`src/rtl/dz_pkg.sv`:
```
// Shared types and shape constants for the dot-matrix egg sequencer and display driver.
package dz_pkg;

    typedef enum logic [1:0] {
        IDLE  = 2'd0,
        RUN   = 2'd1,
        PAUSE = 2'd2,
        DONE  = 2'd3
    } dz_seq_state_t;

    localparam logic [2:0] DZ_NUM_BLANK = 3'd0;
    localparam logic [2:0] DZ_NUM_FIRST = 3'd1;
    localparam logic [2:0] DZ_NUM_LAST  = 3'd4;

endpackage

```
`src/rtl/dz_edge_det.sv`:
```
// 1-bit rising-edge detector; history resets high so a level held through reset never fires.
module dz_edge_det (
    input  logic clk,
    input  logic rst,
    input  logic d_i,
    output logic rise_o
);

    logic hist_q;

    always_ff @(posedge clk) begin
        if (rst) begin
            hist_q <= 1'b1;
        end else begin
            hist_q <= d_i;
        end
    end

    assign rise_o = d_i & ~hist_q;

endmodule

```
`src/rtl/dz_egg_seq.sv`:
```
// Egg-shape sequencer: steps num 1..4 then blank every STEP_MS clocks, with start/pause buttons.
// Optional build macro DZ_EGG_SEQ_DONE_BLINK_EN blinks num 4/0 in DONE every BLINK_MS clocks.
module dz_egg_seq
    import dz_pkg::*;
#(
    parameter int STEP_MS  = 500,
    parameter int BLINK_MS = 250,
    parameter int CNT_W    = 16
) (
    input  logic          clk,
    input  logic          rst,
    input  logic          start,
    input  logic          pause,
    output logic [2:0]    num,
    output logic          running,
    output logic          done,
    output dz_seq_state_t dbg_state_o
);

    localparam logic [CNT_W-1:0] STEP_LAST = CNT_W'(STEP_MS - 1);

    if (STEP_MS < 2 || BLINK_MS < 1 || CNT_W < 2) begin : g_bad_param
        $error("dz_egg_seq: illegal STEP_MS/BLINK_MS/CNT_W");
    end

    dz_seq_state_t    state_q;
    logic [2:0]       num_q;
    logic [CNT_W-1:0] cnt_q;
    logic             running_q;
    logic             done_q;

    logic start_rise;
    logic pause_rise;
    logic step_end;
    logic seq_end;

    dz_edge_det u_start_edge (
        .clk    (clk),
        .rst    (rst),
        .d_i    (start),
        .rise_o (start_rise)
    );

    dz_edge_det u_pause_edge (
        .clk    (clk),
        .rst    (rst),
        .d_i    (pause),
        .rise_o (pause_rise)
    );

    assign step_end = (cnt_q == STEP_LAST);
    // The final stage ending goes straight to DONE; a coincident pause is dropped there.
    assign seq_end  = step_end && (num_q == DZ_NUM_LAST);

    always_ff @(posedge clk) begin
        if (rst) begin
            state_q   <= IDLE;
            num_q     <= DZ_NUM_BLANK;
            cnt_q     <= '0;
            running_q <= 1'b0;
            done_q    <= 1'b0;
        end else if (start_rise) begin
            state_q   <= RUN;
            num_q     <= DZ_NUM_FIRST;
            cnt_q     <= '0;
            running_q <= 1'b1;
            done_q    <= 1'b0;
        end else begin
            case (state_q)
                RUN: begin
                    if (step_end) begin
                        cnt_q <= '0;
                        if (seq_end) begin
                            state_q   <= DONE;
                            running_q <= 1'b0;
                            done_q    <= 1'b1;
`ifdef DZ_EGG_SEQ_DONE_BLINK_EN
                            num_q     <= DZ_NUM_LAST;
`else
                            num_q     <= DZ_NUM_BLANK;
`endif
                        end else begin
                            num_q <= num_q + 3'd1;
                        end
                    end else begin
                        cnt_q <= cnt_q + 1'b1;
                    end
                    if (pause_rise && !seq_end) begin
                        state_q   <= PAUSE;
                        running_q <= 1'b0;
                    end
                end
                PAUSE: begin
                    if (pause_rise) begin
                        state_q   <= RUN;
                        running_q <= 1'b1;
                    end
                end
                DONE: begin
`ifdef DZ_EGG_SEQ_DONE_BLINK_EN
                    if (cnt_q == CNT_W'(BLINK_MS - 1)) begin
                        cnt_q <= '0;
                        num_q <= (num_q == DZ_NUM_LAST) ? DZ_NUM_BLANK : DZ_NUM_LAST;
                    end else begin
                        cnt_q <= cnt_q + 1'b1;
                    end
`endif
                end
                IDLE: begin
                end
                default: begin
                    state_q   <= IDLE;
                    num_q     <= DZ_NUM_BLANK;
                    cnt_q     <= '0;
                    running_q <= 1'b0;
                    done_q    <= 1'b0;
                end
            endcase
        end
    end

    assign num         = num_q;
    assign running     = running_q;
    assign done        = done_q;
    assign dbg_state_o = state_q;

endmodule
```
`config.mk`:
```
export PLATFORM = sky130hd
export DESIGN_NAME = dz_egg_seq
export DESIGN_NICKNAME = d
export VERILOG_FILES = /design/src/rtl/dz_pkg.sv /design/src/rtl/dz_edge_det.sv /design/src/rtl/dz_egg_seq.sv
export SDC_FILE = /design/constraint.sdc
export NUM_CORES = 1
export LEC_CHECK = 0
export ABC_AREA = 1
export CAP_MARGIN = 15
export CELL_PAD_IN_SITES_DETAIL_PLACEMENT = 2
export CELL_PAD_IN_SITES_GLOBAL_PLACEMENT = 2
export CORE_MARGIN = 5
export CORE_UTILIZATION = 34
export DETAILED_ROUTE_END_ITERATION = 16
export PLACE_DENSITY_LB_ADDON = 0.1
export SLEW_MARGIN = 10
export SYNTH_ARGS = -nofsm -noshare
export SYNTH_HDL_FRONTEND = slang
export SYNTH_SLANG_ARGS = --single-unit
```
`constraint.sdc`:
```
create_clock -name clk -period 3.6 [get_ports clk]
set_clock_uncertainty 0.2 [all_clocks]
set_input_delay 0.36 -clock clk [delete_from_list [all_inputs] [get_ports clk]]
set_output_delay 0.36 -clock clk [all_outputs]
set_load 0.01 [all_outputs]
```
==> summary.md, run 1 <==
| Metric | Value |
|---|---|
| Final clock period utilization by the worst path | 53.62% |
| Simple-gate portion of the synthesized area | 40.14% |
| Floorplan die area | 5446 µm² |
| # diodes | 0 |
| Port buffer count | 10 |
| Tot GR Track Use | about 16% |
| Nature of the critical path startpoint | flop |
| Area share of the leading cell type in the synthesized netlist | roughly 36% |
| Grt total ovfl | 0 |
| Wire length of the first global-routing pass | 6872 µm |
| Adder-Cell Fraction of Synth Area | 2.712% |
| TritonCTS clock tree | yes |
| Weighted congestion reported at the end of routability-driven placement | around 0.8 |
| Count of pins over their slew limit | 0 |
| Uppermost layer routed | met4 |
| Final setup violation count | 0 |
| Synth area leader | sky130_fd_sc_hd__dfxtp_1 |
| Final core utilization | approximately two fifths |
| Share of synthesized flip-flops with an asynchronous set or reset | 0% |
| Total via count after detailed routing | 1,336 |
| Number of maximum-capacitance violations | 0 |
| Sequential cell area fraction in the yosys report | 36.17% |
| Remaining number of nets flagged by the antenna check after routing | 0 |
| Vias in the first global route | 1,506 |
| Netlist area before placement | between 1000 and 1500 µm² |
| Clock latency of the later-clocked register in the worst-skew pair | 280 ps |
| Achievable Freq | 518.0 MHz |
| Number of DRC violations after detailed-routing iteration 0 | 28 |
| Number of buffers on the longest clock path | 2 |
| Number of hold buffers added after CTS | 0 |
| Via density per instance | just over 5 |
| Number of failing hold endpoints at the final stage | 0 |
| Worst min path class | reg2reg |
| Syn_area_per_cell | 6.851 µm² |
| Leading register cell type out of synthesis | sky130_fd_sc_hd__dfxtp_1 |
| Synthesized netlist cell count | between 200 and 250 |
| Category of the worst setup path capture point | flop |
| Maximum level of the CTS H-tree | 1 |
| Most used standard cells in the synthesized netlist | sky130_fd_sc_hd__nand2_1 (40), sky130_fd_sc_hd__nor2_1 (31), sky130_fd_sc_hd__dfxtp_1 (25), sky130_fd_sc_hd__inv_1 (25) |
| Max FO, Critical Path | 8 |
| Starting utilization of the core area | 34.85% |
| Fill cell count | 486 |
| Run status | finished, final reports clean |
| Total length of routed wires | 3949 µm |
| Dominant cells by area after synthesis | sky130_fd_sc_hd__dfxtp_1 (36%), sky130_fd_sc_hd__nand2_1 (11%), sky130_fd_sc_hd__nor2_1 (8.4%) |
| Layout cells sized above 1 | a little over an eighth |
| Cell leakage power | 0.6445 nW |
| Minimum clock period after layout | 1930 ps |
| Max IR drop VDD | roughly 130 µV |
| Unique masters post-synth | 26 |
| Crit Path Category | reg2reg |
| Normalized max-slew margin | between 60% and 70% |
| Area growth from synthesis to layout | 14.74% |
| Clock-pin transition on the worst setup and hold timing paths | 100 ps |
| Width of the die | 73.80 µm |
| Dominant combinational cell family by area after synthesis | simple AND/OR/NAND/NOR gates |
| Site row count | 23 |
| Multiplexer share of the synthesized area | 0% |
| Number of nets in the synthesized netlist | 209 |
| Compound-cell area share of the yosys netlist | 9.855% |
| Total CTS buffers | 3 |
| Setup repair after global routing missed its margin | no |
| Met3 wire length | 49 µm |
| I/O pin count | 11 |
| Net count reported at finish | 223 |
| Number of warnings printed during yosys synthesis | 0 |
| Final TNS setup | 0 ps |
| Cts repair resizes | 0 |
| Top-count cell post-synth | sky130_fd_sc_hd__nand2_1 |
| Met2 Wirelength | 2111 µm |
| XOR/XNOR Fraction of Synth Area | around 1.9% |
| Initial antenna violation count | 0 |
| WP data required | 3580 ps |
| Number of enable-type register cells in the synthesized netlist | 0 |
| Worst slew pin tran | 473.3 ps |
| Largest net degree at the start of global routing | 16 |
| Residual DRC | 0 |
| Average wire length per cell after detail routing | between 10 and 15 µm |
| Core area | 3971 µm² |
| Height of the chip | approximately 74 µm |
| Num Clock Sinks | 25 |
| Half-perimeter wire length of the detailed placement result | 3182 µm |
| Power density over the cells | 316.0 nW/µm² |
| Flip-flop and latch count after synthesis | 25 |
| Worst Path Arrival | 1910 ps |
| Met1 routed wirelength after detailed routing | between 1500 and 2000 µm |
| Detailed-router iteration count before antenna repair | 4 |
| Cell at the root of the clock tree | sky130_fd_sc_hd__clkbuf_8 |
| Post-CTS Setup Inserts | 0 |
## final timing paths
path / start / end / slack (ps) / depth (start not counted)
setup reg to reg: cnt_q[0] / cnt_q[7] / 1670 / 8
hold / removal: running / running / 280 / 2
setup / recovery: cnt_q[0] / cnt_q[7] / 1670 / 8
hold reg to reg: running / running / 280 / 2
## through the flow
step / power (W) / area, µm² / cells / hold slack (ps) / setup WS (ps)
after floorplan: 0.0003136 / 1384 / 202 / 253.8 / 2013
after global placement: 0.0003262 / 1539 / 261 / 248.6 / 1756
after detailed placement: 0.0003287 / 1539 / 261 / 261.0 / 1632
after CTS: 0.0005076 / 1588 / 265 / 286.4 / 1646
after global routing: 0.0005240 / 1588 / 265 / 320.7 / 1505
final: 0.0005018 / 1588 / 265 / 280.5 / 1670
## report_power, final
| group | switching, W | internal (W) | leakage [nW] |
|---|---|---|---|
| clock network | 0.000101 | 0.0000788 | 0.0217 |
| registers | 0.00000381 | 0.000280 | 0.202 |
| logic | 0.0000234 | 0.0000140 | 0.420 |
## cell type report
cell class,count,area (µm²),area share [%]
Multi-Input combinational cell,144,755.7,47.60
Sequential cell,25,500.5,31.52
Inverter,32,120.1,7.565
Timing Repair Buffer,10,100.1,6.304
Tap cell,50,62.56,3.940
Clock buffer,3,41.29,2.600
Clock inverter,1,7.507,0.4728
## layer usage
layer  GRT usage [%]  vias to the layer above
met5               0                        -
met3           2.052                        5
met2           31.89                       12
li1                -                      667
met4           3.622                        0
met1           17.92                      652
## sequential cells by signal, indices dropped and copies added, names as in the netlist
| name | cells |
|---|---|
| done | 1 |
| num | 3 |
| cnt_q | 16 |
| running | 1 |
| dbg_state_o | 2 |
| u_pause_edge.hist_q | 1 |
| u_start_edge.hist_q | 1 |
## critical path, stage by stage, from the launching register on
cell and delay (ps):
sky130_fd_sc_hd__dfxtp_1 430, sky130_fd_sc_hd__ha_1 330, sky130_fd_sc_hd__nand3_1 140, sky130_fd_sc_hd__nor2_1 210, sky130_fd_sc_hd__nand3_4 160, sky130_fd_sc_hd__nand2_4 170
sky130_fd_sc_hd__inv_2 80, sky130_fd_sc_hd__nand2_1 70, sky130_fd_sc_hd__a21oi_1 40
## layout by cell type (no fill, tap or decap)
cell type                         instances
sky130_fd_sc_hd__nand3_1                 13
sky130_fd_sc_hd__nor2_4                   2
sky130_fd_sc_hd__o211a_1                  1
sky130_fd_sc_hd__clkdlybuf4s50_1         10
sky130_fd_sc_hd__xor2_1                   1
sky130_fd_sc_hd__nand3_4                  1
sky130_fd_sc_hd__or2_0                    1
sky130_fd_sc_hd__nor2_2                   4
sky130_fd_sc_hd__a211o_1                  1
sky130_fd_sc_hd__nand3_2                  2
sky130_fd_sc_hd__o21ai_0                  5
sky130_fd_sc_hd__o21ai_1                  2
sky130_fd_sc_hd__a21oi_1                 13
sky130_fd_sc_hd__o21ai_2                  2
sky130_fd_sc_hd__nor3_1                   7
sky130_fd_sc_hd__ha_1                     3
sky130_fd_sc_hd__nand4_1                  6
sky130_fd_sc_hd__xnor2_1                  2
sky130_fd_sc_hd__nor3b_2                  1
sky130_fd_sc_hd__nand2_4                  2
sky130_fd_sc_hd__nand2_1                 40
sky130_fd_sc_hd__nor2_1                  31
sky130_fd_sc_hd__inv_1                   25
sky130_fd_sc_hd__clkinvlp_4               1
sky130_fd_sc_hd__nand2_2                  4
sky130_fd_sc_hd__clkbuf_8                 3
sky130_fd_sc_hd__inv_2                    7
sky130_fd_sc_hd__dfxtp_1                 25
## kinds of logic (layout without fill, tap and decap cells)
logic type / count (synthesis) / in the layout
AO/OA/AOI/OAI: 24 / 24
XOR/XNOR: 3 / 3
adder cells (fa/ha/maj): 3 / 3
buffers and inverters: 33 / 46
flip-flops: 25 / 25
AND/OR/NAND/NOR: 114 / 114
(Power assumes the default switching activity.)
==> run 2, diff against run 1 <==
Settings changed: CORE_UTILIZATION 34 to 29.
Clock period 3.6 ns to 1.65 ns, I/O delays scaled along.
==> run 2 against run 1 <==
Critical path depth decreased by 1; fmax increased by 21%; die area increased by 15%; sequential power increased by 120%; via count increased by 6.1%; critical path type unchanged; combinational power increased to 3.0 times the previous value; first-iteration DRC count increased by 43%; hold slack got worse by 46 ps; cell count increased by 9.1%; register-to-register slack got worse by 1600 ps; sequential share of layout area decreased by 3.3 points; critical endpoint is now cnt_q[10]; clock power increased by 110%.
==> summary.md, run 2 (synthesis gave the netlist of run 1 again) <==
| Metric | Value |
|---|---|
| Run status | finished, final reports clean |
| Launch instance of the worst register-to-register path | cnt_q[1] |
| Residual DRC | 0 (unchanged) |
| Met1 Use GR | 17.84% (-0.079 points) |
| Final core utilization | 38.72% (-1.3 points) |
| Final instance area | 1817 µm² (+14%) |
| Met2 usage in global routing | 28.96% (-2.9 points) |
| Net count reported at finish | 243 (+9.0%) |
| Starting utilization of the core area | 29.49% (-5.4 points) |
| Final clock period utilization by the worst path | 96.36% (+43 points) |
| Initial antenna violation count | 0 (unchanged) |
| GRT Max-Usage Layer | met2 |
| Category of the worst setup path capture point | flop |
| Number of maximum-capacitance violations | 0 (unchanged) |
| Port buffer count | 10 (unchanged) |
| Weighted congestion reported at the end of routability-driven placement | 0.8191 (+1.9%) |
| I/O pin count | 11 (unchanged) |
| Met3 demand-to-capacity share in global routing | 1.701% (-0.35 points) |
| Slowest-stage cell, CP | sky130_fd_sc_hd__dfxtp_2 |
| Area growth from synthesis to layout | 31.28% |
| Tot GR Track Use | 15.09% (-1.1 points) |
| Clock latency of the later-clocked register in the worst-skew pair | 270 ps (about the same) |
| Setup repair after global routing missed its margin | yes |
| Maximum level of the CTS H-tree | 1 (unchanged) |
| Number of hold buffers added after CTS | 0 (unchanged) |
| TritonCTS clock tree | yes |
| Minimum clock period after layout | 1590 ps (-340.4 ps) |
| Number of buffers on the longest clock path | 2 (unchanged) |
| Nature of the critical path startpoint | flop |
| Crit Path Category | reg2reg |
| Num Clock Sinks | 25 (unchanged) |
| Largest incremental delay on the critical path | 370 ps (-60 ps) |
| Max IR drop VDD | 272.6 µV (+100%) |
| Vias in the first global route | 1,579 (+4.8%) |
| Count of pins over their slew limit | 0 (unchanged) |
| Power density over the cells | 613.8 nW/µm² (+94%) |
| Half-perimeter wire length of the detailed placement result | 3554 µm (+12%) |
| Top library cells by usage in the layout, fill and taps aside | sky130_fd_sc_hd__nand2_1 (37), sky130_fd_sc_hd__nor2_1 (27), sky130_fd_sc_hd__inv_1 (24) |
| Total via count after detailed routing | 1,417 (+6.1%) |
| Instance count after placement with tap cells included | 279 (+6.9%) |
| Height of the chip | 79.08 µm (+7.2%) |
| Non-Filler Instances | 289 (+9.1%) |
| Total length of routed wires | 4483 µm (+14%) |
| Achievable Freq | 628.9 MHz (+21%) |
| Crit-path most repeated cell | sky130_fd_sc_hd__nor2_1 |
| Total CTS buffers | 3 (unchanged) |
| Largest net degree at the start of global routing | 14 (-2) |
| WP data required | 1610 ps (-1970 ps) |
| Site row count | 25 (+8.7%) |
| Worst min path class | in2reg |
| Register with the most flip-flops | cnt_q |
| Clock-pin transition on the worst setup and hold timing paths | 100 ps (about the same) |
| Detailed-router iteration count before antenna repair | 4 (unchanged) |
| Worst slew pin tran | 345.7 ps (-127.6 ps) |
| Normalized max-slew margin | 76.78% (+8.4 points) |
| Cell Area, Placed | 1662 µm² (+8.0%) |
| Worst Path Arrival | 1550 ps (-360 ps) |
| Max FO, Critical Path | 4 (-4) |
| Source of the critical timing path | cnt_q[1] |
| Leading cell type in the layout, fill and taps excluded | sky130_fd_sc_hd__nand2_1 |
| Via density per instance | 4.903 (-2.7%) |
| Width of the die | 79.08 µm (+7.2%) |
| Average wire length per cell after detail routing | 15.51 µm (+4.1%) |
| Floorplan die area | 6254 µm² (+15%) |
| Number of failing hold endpoints at the final stage | 0 (unchanged) |
| Remaining number of nets flagged by the antenna check after routing | 0 (unchanged) |
| Wire length of the first global-routing pass | 7479 µm (+8.8%) |
| Pwr Total | 0.001115 W (+120%) |
| # diodes | 0 (unchanged) |
| Layout cells sized above 1 | 28.94% (+15 points) |
| Final setup violation count | 0 (unchanged) |
| Cell at the root of the clock tree | sky130_fd_sc_hd__clkbuf_8 |
| Core area | 4692 µm² (+18%) |
| Cell leakage power | 0.7895 nW (+23%) |
| Number of DRC violations after detailed-routing iteration 0 | 40 (+43%) |
| Hold Crit Start | start |
| Max FFs per register | 16 (unchanged) |
| Grt total ovfl | 0 (unchanged) |
| Series of cell instances along the critical path | ha_4, buf_6, nand3_2, nor2_1, nand2_1, nor2_1, nor3_1 |
[run 2: cell types whose count changed in the layout (fill, tap and decap cells not counted), moves of 2 or more]
cell,previous run,this run
sky130_fd_sc_hd__clkdlybuf4s50_1,10,7
sky130_fd_sc_hd__buf_6,0,2
sky130_fd_sc_hd__nand3_2,2,4
sky130_fd_sc_hd__dfxtp_1,25,17
sky130_fd_sc_hd__nor2_2,4,8
sky130_fd_sc_hd__dlygate4sd2_1,0,2
sky130_fd_sc_hd__nand2_2,4,7
sky130_fd_sc_hd__nor2_1,31,27
sky130_fd_sc_hd__dfxtp_2,0,7
sky130_fd_sc_hd__nand2_1,40,37
sky130_fd_sc_hd__buf_4,0,17
sky130_fd_sc_hd__nand3_1,13,11
[run 2: final cells by class]
type / instances / area (µm²)
inverters: 32 / 120.1
well taps: 54 / 67.56
repair buffers: 30 / 270.3
clock buffers: 4 / 45.04
multi-input cells: 144 / 800.8
flip-flops and latches: 25 / 513.0
fillers: 572 / 2875
[run 2: final timing paths]
| check | cells past startpoint | end | slack (ps) |
|---|---|---|---|
| setup / recovery | 7 | cnt_q[10] | 60 |
| hold / removal | 3 | u_start_edge.hist_q | 230 |
| setup reg to reg | 7 | cnt_q[10] | 60 |
| hold reg to reg | 2 | running | 290 |
[run 2: what timing repair did]
| action | 4_1_cts | 5_1_grt |
|---|---|---|
| endpoints found under the setup margin | 5 | 14 |
| resized for setup | 4 | 23 |
| pin swaps | 1 | 11 |
| setup buffers | 2 | 4 |
| hold endpoints to repair | 0 | 0 |
[run 2: routing by layer]
metal	wire length (µm)	share of wire [%]	up-vias
met2	2320	52	15
met5	0	0	-
met4	61	1.4	0
li1	-	-	708
met3	76	1.7	6
met1	2024	45	688
[run 2: per-stage QoR]
stage	TNS, ps	setup slack [ps]	hold WS, ps
6_report	0	60.04	234.7
5_1_grt	-130.4	-46.63	252.0
4_1_cts	0	10.11	242.8
3_5_place_dp	-3.506	-2.039	267.4
3_3_place_gp	0	35.15	246.5
2_1_floorplan	0	63.12	61.37
[run 2: critical path, delay by kind of cell, from the launching register on]
kind / cells / cell delay [ps]
adders and majority gates: 1 / 150
buffers and inverters: 1 / 110
DFF: 1 / 370
and+or+nand+nor: 5 / 650
[run 2: power breakdown]
group	internal [W]	switching, W	total, W
registers	0.000610	0.00000515	0.000615
logic	0.0000535	0.0000606	0.000114
clock network	0.000173	0.000213	0.000386
total	0.000837	0.000278	0.00112
